===== src/rtl/snitch_fpga_dw_serdes.sv =====
// snitch_fpga_dw_serdes: eFPGA-side width converter between a narrow ASIC beat
// interface (AsicDW) and a wide memory port (MemDW).
//   * Requests: Stages write beats are packed MSB-first into one wide write with
//     byte strobes; a read is a single beat.
//   * Responses: read words wait in a RspDepth-entry FIFO and are sent back
//     MSB-first, one AsicDW beat at a time.
//   * A credit counter limits outstanding reads to RspDepth so the response
//     FIFO can never overflow.
// Optional build macro: DW_SERDES_ERR_EN enables the sticky protocol-error
// check on continuation beats of a write burst (asic_err_o). Without it the
// write flag and address of continuation beats are ignored and asic_err_o is 0.
module snitch_fpga_dw_serdes #(
    parameter int unsigned AsicAW    = 8,
    parameter int unsigned AsicDW    = 4,
    parameter int unsigned MemAW     = 10,
    parameter int unsigned MemDW     = 32,
    parameter int unsigned RspDepth  = 2,
    parameter int unsigned HalfHS    = 1,
    parameter int unsigned Stages    = MemDW / AsicDW,
    parameter int unsigned StrbWidth = MemDW / 8
) (
    input  logic                 clk_i,
    input  logic                 rst_ni,
    // ASIC request side
    input  logic [AsicAW-1:0]    asic_req_addr_i,
    input  logic [AsicDW-1:0]    asic_req_data_i,
    input  logic                 asic_req_write_i,
    input  logic                 asic_req_wstrb_i,
    input  logic                 asic_req_valid_i,
    output logic                 asic_req_ready_o,
    // ASIC response side
    output logic [AsicDW-1:0]    asic_rsp_data_o,
    output logic                 asic_rsp_valid_o,
    input  logic                 asic_rsp_ready_i,
    // Memory request side
    output logic [MemAW-1:0]     mem_req_addr_o,
    output logic [MemDW-1:0]     mem_req_data_o,
    output logic                 mem_req_write_o,
    output logic [StrbWidth-1:0] mem_req_wstrb_o,
    output logic                 mem_req_valid_o,
    input  logic                 mem_req_ready_i,
    // Memory response side
    input  logic [MemDW-1:0]     mem_rsp_data_i,
    input  logic                 mem_rsp_valid_i,
    output logic                 mem_rsp_ready_o,
    // Sticky protocol error
    output logic                 asic_err_o
);

    localparam int unsigned CntW = (Stages > 1) ? $clog2(Stages) : 1;
    localparam int unsigned CrdW = $clog2(RspDepth + 1);
    localparam int unsigned PtrW = (RspDepth > 1) ? $clog2(RspDepth) : 1;

    localparam logic [CntW-1:0] LastBeat = CntW'(Stages - 1);
    localparam logic [CrdW-1:0] MaxCrd   = CrdW'(RspDepth);
    localparam logic [PtrW-1:0] LastPtr  = PtrW'(RspDepth - 1);

    typedef enum logic [1:0] {
        Idle    = 2'd0,
        Combine = 2'd1,
        Issue   = 2'd2
    } state_e;

    state_e state_q, state_d;

    // Request assembly registers
    logic [AsicAW-1:0] addr_q, addr_d;
    logic [MemDW-1:0]  data_q, data_d;
    logic [Stages-1:0] bstrb_q, bstrb_d;   // one strobe bit per received beat
    logic              write_q, write_d;
    logic [CntW-1:0]   wbeat_q, wbeat_d;

    // Outstanding-read credits
    logic [CrdW-1:0]   credits_q, credits_d;

    // Response FIFO and serialiser
    logic [MemDW-1:0]  fifo_q [RspDepth];
    logic [PtrW-1:0]   wptr_q, wptr_d;
    logic [PtrW-1:0]   rptr_q, rptr_d;
    logic [CrdW-1:0]   cnt_q, cnt_d;
    logic [CntW-1:0]   rbeat_q, rbeat_d;

    logic              req_hs, first_acc, comb_acc, mem_hs, rd_issue;
    logic              bad_beat;
    logic              fifo_empty, fifo_full, push, pop, advance;
    logic [MemDW-1:0]  head;
    logic [AsicDW-1:0] rsp_beat;
    logic [StrbWidth-1:0] wstrb;

    assign req_hs    = asic_req_valid_i && asic_req_ready_o;
    assign first_acc = req_hs && (state_q == Idle);
    assign comb_acc  = req_hs && (state_q == Combine);
    assign mem_hs    = mem_req_valid_o && mem_req_ready_i;
    assign rd_issue  = mem_hs && !write_q;

`ifdef DW_SERDES_ERR_EN
    logic err_q;

    // A continuation beat must stay a write to the address latched on beat 0.
    assign bad_beat = (state_q == Combine) && asic_req_valid_i &&
                      (!asic_req_write_i || (asic_req_addr_i != addr_q));

    // Sticky error flag, cleared only by reset
    always_ff @(posedge clk_i or negedge rst_ni) begin
        if (!rst_ni) begin
            err_q <= 1'b0;
        end else if (comb_acc && bad_beat) begin
            err_q <= 1'b1;
        end
    end

    assign asic_err_o = err_q;
`else
    assign bad_beat   = 1'b0;
    assign asic_err_o = 1'b0;
`endif

    // FSM state register
    always_ff @(posedge clk_i or negedge rst_ni) begin
        if (!rst_ni) begin
            state_q <= Idle;
        end else begin
            state_q <= state_d;
        end
    end

    // FSM next-state logic
    always_comb begin
        state_d = state_q;
        unique case (state_q)
            Idle: begin
                if (first_acc) begin
                    state_d = asic_req_write_i ? Combine : Issue;
                end
            end
            Combine: begin
                if (comb_acc) begin
                    if (bad_beat) begin
                        state_d = Idle;
                    end else if (wbeat_q == LastBeat) begin
                        state_d = Issue;
                    end
                end
            end
            Issue: begin
                if (mem_hs) begin
                    state_d = Idle;
                end
            end
            default: state_d = Idle;
        endcase
    end

    // FSM outputs; no beat is accepted while reset is held so every output is
    // at its reset value during reset
    always_comb begin
        asic_req_ready_o = 1'b0;
        mem_req_valid_o  = 1'b0;
        unique case (state_q)
            Idle:    asic_req_ready_o = rst_ni && ((credits_q < MaxCrd) || asic_req_write_i);
            Combine: asic_req_ready_o = 1'b1;
            Issue:   mem_req_valid_o  = 1'b1;
            default: ;
        endcase
    end

    // Burst assembly: latch address on beat 0, place beat n at MSB-first slot n
    always_comb begin
        addr_d  = addr_q;
        data_d  = data_q;
        bstrb_d = bstrb_q;
        write_d = write_q;
        wbeat_d = wbeat_q;
        if (first_acc) begin
            addr_d  = asic_req_addr_i;
            write_d = asic_req_write_i;
            data_d  = '0;
            bstrb_d = '0;
            if (asic_req_write_i) begin
                data_d[MemDW-1 -: AsicDW] = asic_req_data_i;
                bstrb_d[0]                = asic_req_wstrb_i;
                wbeat_d                   = CntW'(1);
            end
        end else if (comb_acc && !bad_beat) begin
            for (int i = 0; i < Stages; i++) begin
                if (wbeat_q == CntW'(i)) begin
                    data_d[MemDW-1-i*AsicDW -: AsicDW] = asic_req_data_i;
                    bstrb_d[i]                         = asic_req_wstrb_i;
                end
            end
            wbeat_d = wbeat_q + CntW'(1);
        end
    end

    // Burst assembly registers
    always_ff @(posedge clk_i or negedge rst_ni) begin
        if (!rst_ni) begin
            addr_q  <= '0;
            data_q  <= '0;
            bstrb_q <= '0;
            write_q <= 1'b0;
            wbeat_q <= '0;
        end else begin
            addr_q  <= addr_d;
            data_q  <= data_d;
            bstrb_q <= bstrb_d;
            write_q <= write_d;
            wbeat_q <= wbeat_d;
        end
    end

    // Byte strobe k is the AND of every beat strobe that covers a bit of byte k
    always_comb begin
        wstrb = '0;
        for (int k = 0; k < StrbWidth; k++) begin
            wstrb[k] = 1'b1;
            for (int b = 0; b < 8; b++) begin
                wstrb[k] = wstrb[k] & bstrb_q[(MemDW - 1 - (8 * k + b)) / AsicDW];
            end
        end
    end

    assign mem_req_addr_o  = (state_q == Issue) ? MemAW'(addr_q) : '0;
    assign mem_req_write_o = (state_q == Issue) && write_q;
    assign mem_req_data_o  = mem_req_write_o ? data_q : '0;
    assign mem_req_wstrb_o = mem_req_write_o ? wstrb : '0;

    // Credits: +1 per issued read, -1 per fully serialised word
    always_comb begin
        credits_d = credits_q;
        if (rd_issue && !pop) begin
            credits_d = credits_q + CrdW'(1);
        end else if (!rd_issue && pop) begin
            credits_d = credits_q - CrdW'(1);
        end
    end

    // Credit register
    always_ff @(posedge clk_i or negedge rst_ni) begin
        if (!rst_ni) begin
            credits_q <= '0;
        end else begin
            credits_q <= credits_d;
        end
    end

    // Response FIFO control; a full FIFO still accepts when its head leaves
    assign fifo_empty      = (cnt_q == '0);
    assign fifo_full       = (cnt_q == MaxCrd);
    assign advance         = !fifo_empty && ((HalfHS != 0) || asic_rsp_ready_i);
    assign pop             = advance && (rbeat_q == LastBeat);
    assign mem_rsp_ready_o = !fifo_full || pop;
    assign push            = mem_rsp_valid_i && mem_rsp_ready_o;

    // FIFO pointer, occupancy and serialiser beat counter next state
    always_comb begin
        wptr_d  = wptr_q;
        rptr_d  = rptr_q;
        cnt_d   = cnt_q;
        rbeat_d = rbeat_q;
        if (push) begin
            wptr_d = (wptr_q == LastPtr) ? '0 : wptr_q + PtrW'(1);
        end
        if (pop) begin
            rptr_d  = (rptr_q == LastPtr) ? '0 : rptr_q + PtrW'(1);
            rbeat_d = '0;
        end else if (advance) begin
            rbeat_d = rbeat_q + CntW'(1);
        end
        if (push && !pop) begin
            cnt_d = cnt_q + CrdW'(1);
        end else if (pop && !push) begin
            cnt_d = cnt_q - CrdW'(1);
        end
    end

    // FIFO control registers
    always_ff @(posedge clk_i or negedge rst_ni) begin
        if (!rst_ni) begin
            wptr_q  <= '0;
            rptr_q  <= '0;
            cnt_q   <= '0;
            rbeat_q <= '0;
        end else begin
            wptr_q  <= wptr_d;
            rptr_q  <= rptr_d;
            cnt_q   <= cnt_d;
            rbeat_q <= rbeat_d;
        end
    end

    // FIFO storage; contents are only observed while the entry is occupied
    always_ff @(posedge clk_i) begin
        if (push) begin
            fifo_q[wptr_q] <= mem_rsp_data_i;
        end
    end

    // Pick the current MSB-first beat of the head word
    always_comb begin
        head     = fifo_q[rptr_q];
        rsp_beat = '0;
        for (int i = 0; i < Stages; i++) begin
            if (rbeat_q == CntW'(i)) begin
                rsp_beat = head[MemDW-1-i*AsicDW -: AsicDW];
            end
        end
    end

    assign asic_rsp_valid_o = !fifo_empty;
    assign asic_rsp_data_o  = fifo_empty ? '0 : rsp_beat;

endmodule


===== config.mk =====
export PLATFORM = sky130hd
export DESIGN_NAME = snitch_fpga_dw_serdes
export DESIGN_NICKNAME = d
export VERILOG_FILES = /design/src/rtl/snitch_fpga_dw_serdes.sv
export SDC_FILE = /design/constraint.sdc
export NUM_CORES = 1
export LEC_CHECK = 0
export BUFFER_PORTS_ARGS = -buffer_cell sky130_fd_sc_hd__buf_2
export CAP_MARGIN = 25
export CORE_MARGIN = 2
export CORE_UTILIZATION = 56
export DETAILED_ROUTE_END_ITERATION = 16
export PLACE_DENSITY = 0.8
export SLEW_MARGIN = 20
export SYNTH_ARGS = -nofsm -noshare
export SYNTH_HDL_FRONTEND = slang
export SYNTH_SLANG_ARGS = --single-unit

===== constraint.sdc =====
create_clock -name clk_i -period 4.1 [get_ports clk_i]
set_clock_uncertainty 0.2 [all_clocks]
set_input_delay 0.82 -clock clk_i [delete_from_list [all_inputs] [get_ports clk_i]]
set_output_delay 0.82 -clock clk_i [all_outputs]
set_load 0.01 [all_outputs]

Word-level counts from Yosys, hierarchy flattened. Memories as Yosys holds them, arrays and structs flattened. Index checks and enable logic that the tools add are counted.

Flip-flop bits (word level): 63. Bits in writable memories: 64. Bits of input ports: 52. Output and inout port bits: 56. Logic and storage cells: 175. Memories: 1.

Add/subtract/negate cells: 8. $lt $le $gt $ge: 1. Eq/ne operators: 23. Muxes and demuxes: 55. Bitwise operators: 16. Reduce and logical (&&, ||, !) cells: 46.

Memories: fifo_q (words 2, width 32, rd ports 1, clocked after Yosys merged registers in 0, write ports 1, RTL line 77) `logic [MemDW-1:0] fifo_q [RspDepth];`.

Operators by type and width (number): 2-to-1 mux 32 bit (3); 2-to-1 mux 4 bit (19); == test 3 bit, second input constant (8); 2-to-1 mux 8 bit (3); nonzero test 2 bit (11); 2-to-1 mux 2 bit (9); AND reduction 2 bit (9); bitwise AND 1 bit (16); 2-to-1 mux 3 bit (5); 2-to-1 mux 1 bit (14); logical AND 1 bit (13); == test 3 x 2 -> 1 bit, second input constant (4); inequality test 2 bit, second input constant (4); adder 3 x 1 -> 3 bit, second input constant (2); == test 3 x 1 -> 1 bit, second input constant (2); zero test 1 bit (6); zero test 3 bit (2); one-hot mux 2 bit (3 select lines) (1); adder 2 x 1 -> 2 bit, second input constant (2); == test 2 bit, second input constant (2); zero test 2 bit (2); inequality test 2 x 1 -> 1 bit, second input constant (2); AND reduction 4 bit (1); subtractor 2 x 1 -> 2 bit, second input constant (2); 5 further kinds (7).

Logic depth before layout (Yosys ltp).
Depth after elaboration: 10. Gate-level depth with buffers: 9. Depth with buffers taken out: 9.

Worst setup path before layout. OpenSTA, ideal clock, no wires.

Path type: reg-to-reg. From: register rbeat_q[0]. To: memory fifo_q[0][0] (enable). Library setup time: 421 ps. Arrival time: 2394 ps. Required time: 3479 ps. Path slack: 1085 ps. Stages on the path, launching flop included: 6. Buffers on the path: 0. Period minus slack after synthesis: 3015 ps. Path through: dfrtp_1 > ha_1 > ha_1 > or3b_2 > nand2_1 > nor2_1.

Cells in the longest elaborated chain, start to end: 6.

Ends and longest elaborated chain: start: declaration (RTL line 81) `logic [CntW-1:0] rbeat_q, rbeat_d;`; start signal: assignment (RTL line 288) `rbeat_q <= rbeat_d;`; == test 3 bit (RTL line 251) `assign pop = advance && (rbeat_q == LastBeat);`; logical AND 1 bit (RTL line 251); logical OR 1 bit (RTL line 252) `assign mem_rsp_ready_o = !fifo_full || pop;`; via mem_rsp_ready_o (RTL line 45) `output logic mem_rsp_ready_o,`; logical AND 1 bit (RTL line 253) `assign push = mem_rsp_valid_i && mem_rsp_ready_o;`; 2-to-1 mux 1 bit (RTL line 294) `if (push) begin`; 2-to-1 mux 1 bit (not written as such) (RTL line 295) `fifo_q[wptr_q] <= mem_rsp_data_i;`; end: declaration (RTL line 77).

The timed path passes the listed nets, and every way through them passes these cells.

Worst setup path in the final report.
From: register rbeat_q[2]. To: output asic_rsp_data_o[3].

Cells in the longest elaborated chain, start to end: 10. Elaborated cells between the ends (all ways): 17. Those cells by class: eq/ne (7); mux (9); reduce/logical (1).

Ends and longest elaborated chain: zero test 3 bit (RTL line 304) `if (rbeat_q == CntW'(i)) begin`; 2-to-1 mux 4 bit (7 in a row) (RTL line 304); 2-to-1 mux 4 bit (*) (RTL line 304); 2-to-1 mux 4 bit (*) (RTL line 311) `assign asic_rsp_data_o = fifo_empty ? '0 : rsp_beat;`; end: declaration (RTL line 32) `output logic [AsicDW-1:0] asic_rsp_data_o,`.

Every way passes the cells marked *; elsewhere a longest branch is shown, timed or not.

==> flow_summary.yaml <==
cells_and_area:
  synthToLayoutAreaGrowth_pct: 19.5
  post_route_cells_drive_above_1_share: 0.283
  layout.core_utilization: 0.683
  stdcell_count: 719
  antenna_cells: 0
  final_nets: 636
min_path:
  min-delay-path-class: "in2reg"
  hp-start: "mem_rsp_data_i[28]"
  worstHoldPathCells: 1
yosys:
  synth_top_cells_by_count: "sky130_fd_sc_hd__edfxtp_1, sky130_fd_sc_hd__dfrtp_1, sky130_fd_sc_hd__mux2i_1, sky130_fd_sc_hd__and3_1, sky130_fd_sc_hd__nand2_1"
  cells_after_synth: 473
  synthArstFlopShare: 0.496
  ys.flop_type: "sky130_fd_sc_hd__edfxtp_1"
  yosys_warnings: 0
  synth-edff-count: 64
  syn-mean-instance-area_um2: 12.3
  yosys.cell_count.top_type: "sky130_fd_sc_hd__edfxtp_1"
  synth-seq-cells: 127
  yosysTopAreaCellShare: 0.330
  ys_types: 49
  synthesis.area_um2: 5820
  netlist.top_cell.by_area: "sky130_fd_sc_hd__edfxtp_1"
  seq_area_frac_synth: 0.601
  yosys-top-cells-area: "sky130_fd_sc_hd__edfxtp_1, sky130_fd_sc_hd__dfrtp_1, sky130_fd_sc_hd__mux2i_1"
global_route:
  first_global_vias: 4121
  number_of_antenna_violations_at_the_first_check_in_global_routing: 0
  grt-ovfl-total: 0
  grt_pass1_wl_mm: 20.1
  grt_max_degree: 60
  grt_util_all_layers: 0.235
clock_tree:
  cts_tree: "done"
  clockRootBuffer: "sky130_fd_sc_hd__clkbuf_8"
  cts_inserted_buffers: 17
  cts.hold.buffers_added: 1
  cts_sinks: 127
  cts_setup_buffers: 0
  clkTransAtPathRegs_ps: 60
  max-clock-path-buffers: 2
  ctsResizeCount: 0
  cts-htree-levels: 4
  worstSkewPairLatency_ps: 530
floorplan:
  floorplan.initialDensity: 0.571
  row_count: 37
  die_y_um: 106
  io_pins: 108
  floorplan.die_area_um2: 11200
  die_width_um: 106
  floorplan.core_area_um2: 10200
timing:
  worst_slew_margin_rel: 0.416
  tightestPinTransition_ps: 877
  setup_viol: 0
  final_period_minus_worst_setup_slack_ps: 3830
  hold_violations: 0
  maxClockFrequency_mhz: 261
  slew_viols_final: 0
  setup_tns_ps: 0
  period_share: 0.935
  grt_setup_unrepaired: "false"
critical_path:
  type_of_the_worst_setup_path: "reg2out"
  worst_setup_path_end_kind: "output port"
  r2r_start: "rbeat_q[2]"
  path_max_fanout: 17
  worst_setup_sp: "rbeat_q[2]"
  worst-endpoint-required_ps: 3080
  r2r.worst_path.cells: 8
  setup.worst_path.start_class: "register"
  worstPathArrival_ps: 2810
placed_design:
  buffer_ports.inserted: 103
  finalWeightedCongestion: 0.839
  dp_hpwl_mm: 8.18
  dpl.cell_count: 686
routing:
  drt.antenna.violating_nets: 0
  detail_route.first_pass.iterations: 5
  routedWlPerCell_um: 17.0
  finalWirelength_mm: 12.2
  detail_route.iter0.violations: 253
  drc: 0
  routed_vias: 4031
  vias_per_cell: 5.61
power:
  p_seq_frac: 0.417
  clkPwrFrac: 0.278
  power.share.combinational: 0.305
  switching_share: 0.339
  powerDensity_nw_per_um2: 705
  power_leakage_nw: 3.33
  power_switching_mw: 1.66
  ir_worst_vdd_v: 0.000416
  power_report.internal_total_mw: 3.24
run:
  max_cap_viol_count: 0
run_status:
  outcome: "finished, final reports clean"
==> state kept, by name, indices dropped and copies added (netlist names) <==
name and flops:
rbeat_q 3, wbeat_q 3, rptr_q 1, state_q 2, wptr_q 1, addr_q 8
bstrb_q 8, cnt_q 2, data_q 32, write_q 1, credits_q 2, fifo_q 64
==> worst max-delay path, cell delays in order, from the launching register on <==
cell and delay, ps:
sky130_fd_sc_hd__dfrtp_1 640, sky130_fd_sc_hd__inv_1 170, sky130_fd_sc_hd__ha_1 340, sky130_fd_sc_hd__nor3b_1 510, sky130_fd_sc_hd__a22oi_1 190, sky130_fd_sc_hd__o211ai_1 150, sky130_fd_sc_hd__a211oi_1 120, sky130_fd_sc_hd__buf_2 160
==> area by class of cell <==
cell class                 instances  area [µm²]
clock inverter                    13         113
inverter                          11        41.3
fill                             764        3230
multi-input combinational        302        2120
timing repair buffer             111         578
clock buffer                      19         432
tap                              136         170
sequential                       127        3500
==> logic make-up after synthesis <==
family,count (synthesis),share of synthesized area
other,1,0.000644
AOI/OAI and AO/OA,74,0.0841
and+or+nand+nor,147,0.133
xor gates and xnor gates,8,0.0120
muxes,56,0.101
DFF,127,0.601
buffers and inverters,46,0.0381
adders and majority gates,14,0.0301
==> per-layer routing <==
layer / GRT usage / vias up / wire length (µm) / part of all wire
met4: 0.0930 / 0 / 288 / 0.024
met5: 0 / - / 0 / 0
met2: 0.400 / 144 / 6260 / 0.51
met3: 0.0693 / 26 / 736 / 0.060
met1: 0.282 / 1954 / 4900 / 0.40
li1: - / 1907 / - / -
==> power groups by stage <==
| stage | sequential (mW) | combinational, mW | clock [mW] |
|---|---|---|---|
| 2_1_floorplan | 1.93 | 1.20 | 0 |
| 3_3_place_gp | 2.03 | 1.43 | 0 |
| 3_5_place_dp | 2.06 | 1.48 | 0 |
| 4_1_cts | 2.04 | 1.50 | 1.38 |
| 5_1_grt | 2.10 | 1.65 | 1.44 |
| 6_report | 2.04 | 1.49 | 1.36 |
==> placed cells by master, fill, tap and decap left out, types with 6 or more instances in the layout <==
master / count
sky130_fd_sc_hd__buf_2: 103
sky130_fd_sc_hd__edfxtp_1: 64
sky130_fd_sc_hd__nor2_1: 23
sky130_fd_sc_hd__mux2_2: 15
sky130_fd_sc_hd__and3_1: 37
sky130_fd_sc_hd__ha_1: 14
sky130_fd_sc_hd__clkbuf_16: 16
sky130_fd_sc_hd__a211oi_1: 6
sky130_fd_sc_hd__and2_1: 9
sky130_fd_sc_hd__a21oi_1: 29
sky130_fd_sc_hd__mux2i_1: 39
sky130_fd_sc_hd__a22oi_1: 7
sky130_fd_sc_hd__nand2_1: 33
sky130_fd_sc_hd__buf_4: 7
sky130_fd_sc_hd__inv_1: 10
sky130_fd_sc_hd__a22o_1: 7
sky130_fd_sc_hd__dfrtp_1: 63
sky130_fd_sc_hd__nand3_1: 24
==> through the flow <==
step / setup WS (ps) / hold slack (ps) / total power [mW] / instance area, µm²
global placement: 1030 / 274 / 3.47 / 6400
floorplan: 1080 / 256 / 3.13 / 5830
CTS: 288 / 259 / 4.92 / 6950
detailed placement: 925 / 287 / 3.54 / 6400
global route: 27.0 / 260 / 5.20 / 6950
finish: 267 / 278 / 4.90 / 6950
==> final timing paths <==
path                                           end  slack, ps
worst max-delay path            asic_rsp_data_o[3]        270
worst min-delay path                 fifo_q[1][28]        280
worst max register to register            cnt_q[1]       1430
worst min register to register        credits_q[0]        300
max in group asynchronous               wbeat_q[1]       2170
min in group asynchronous               state_q[1]        540
(Power assumes the default switching activity.)
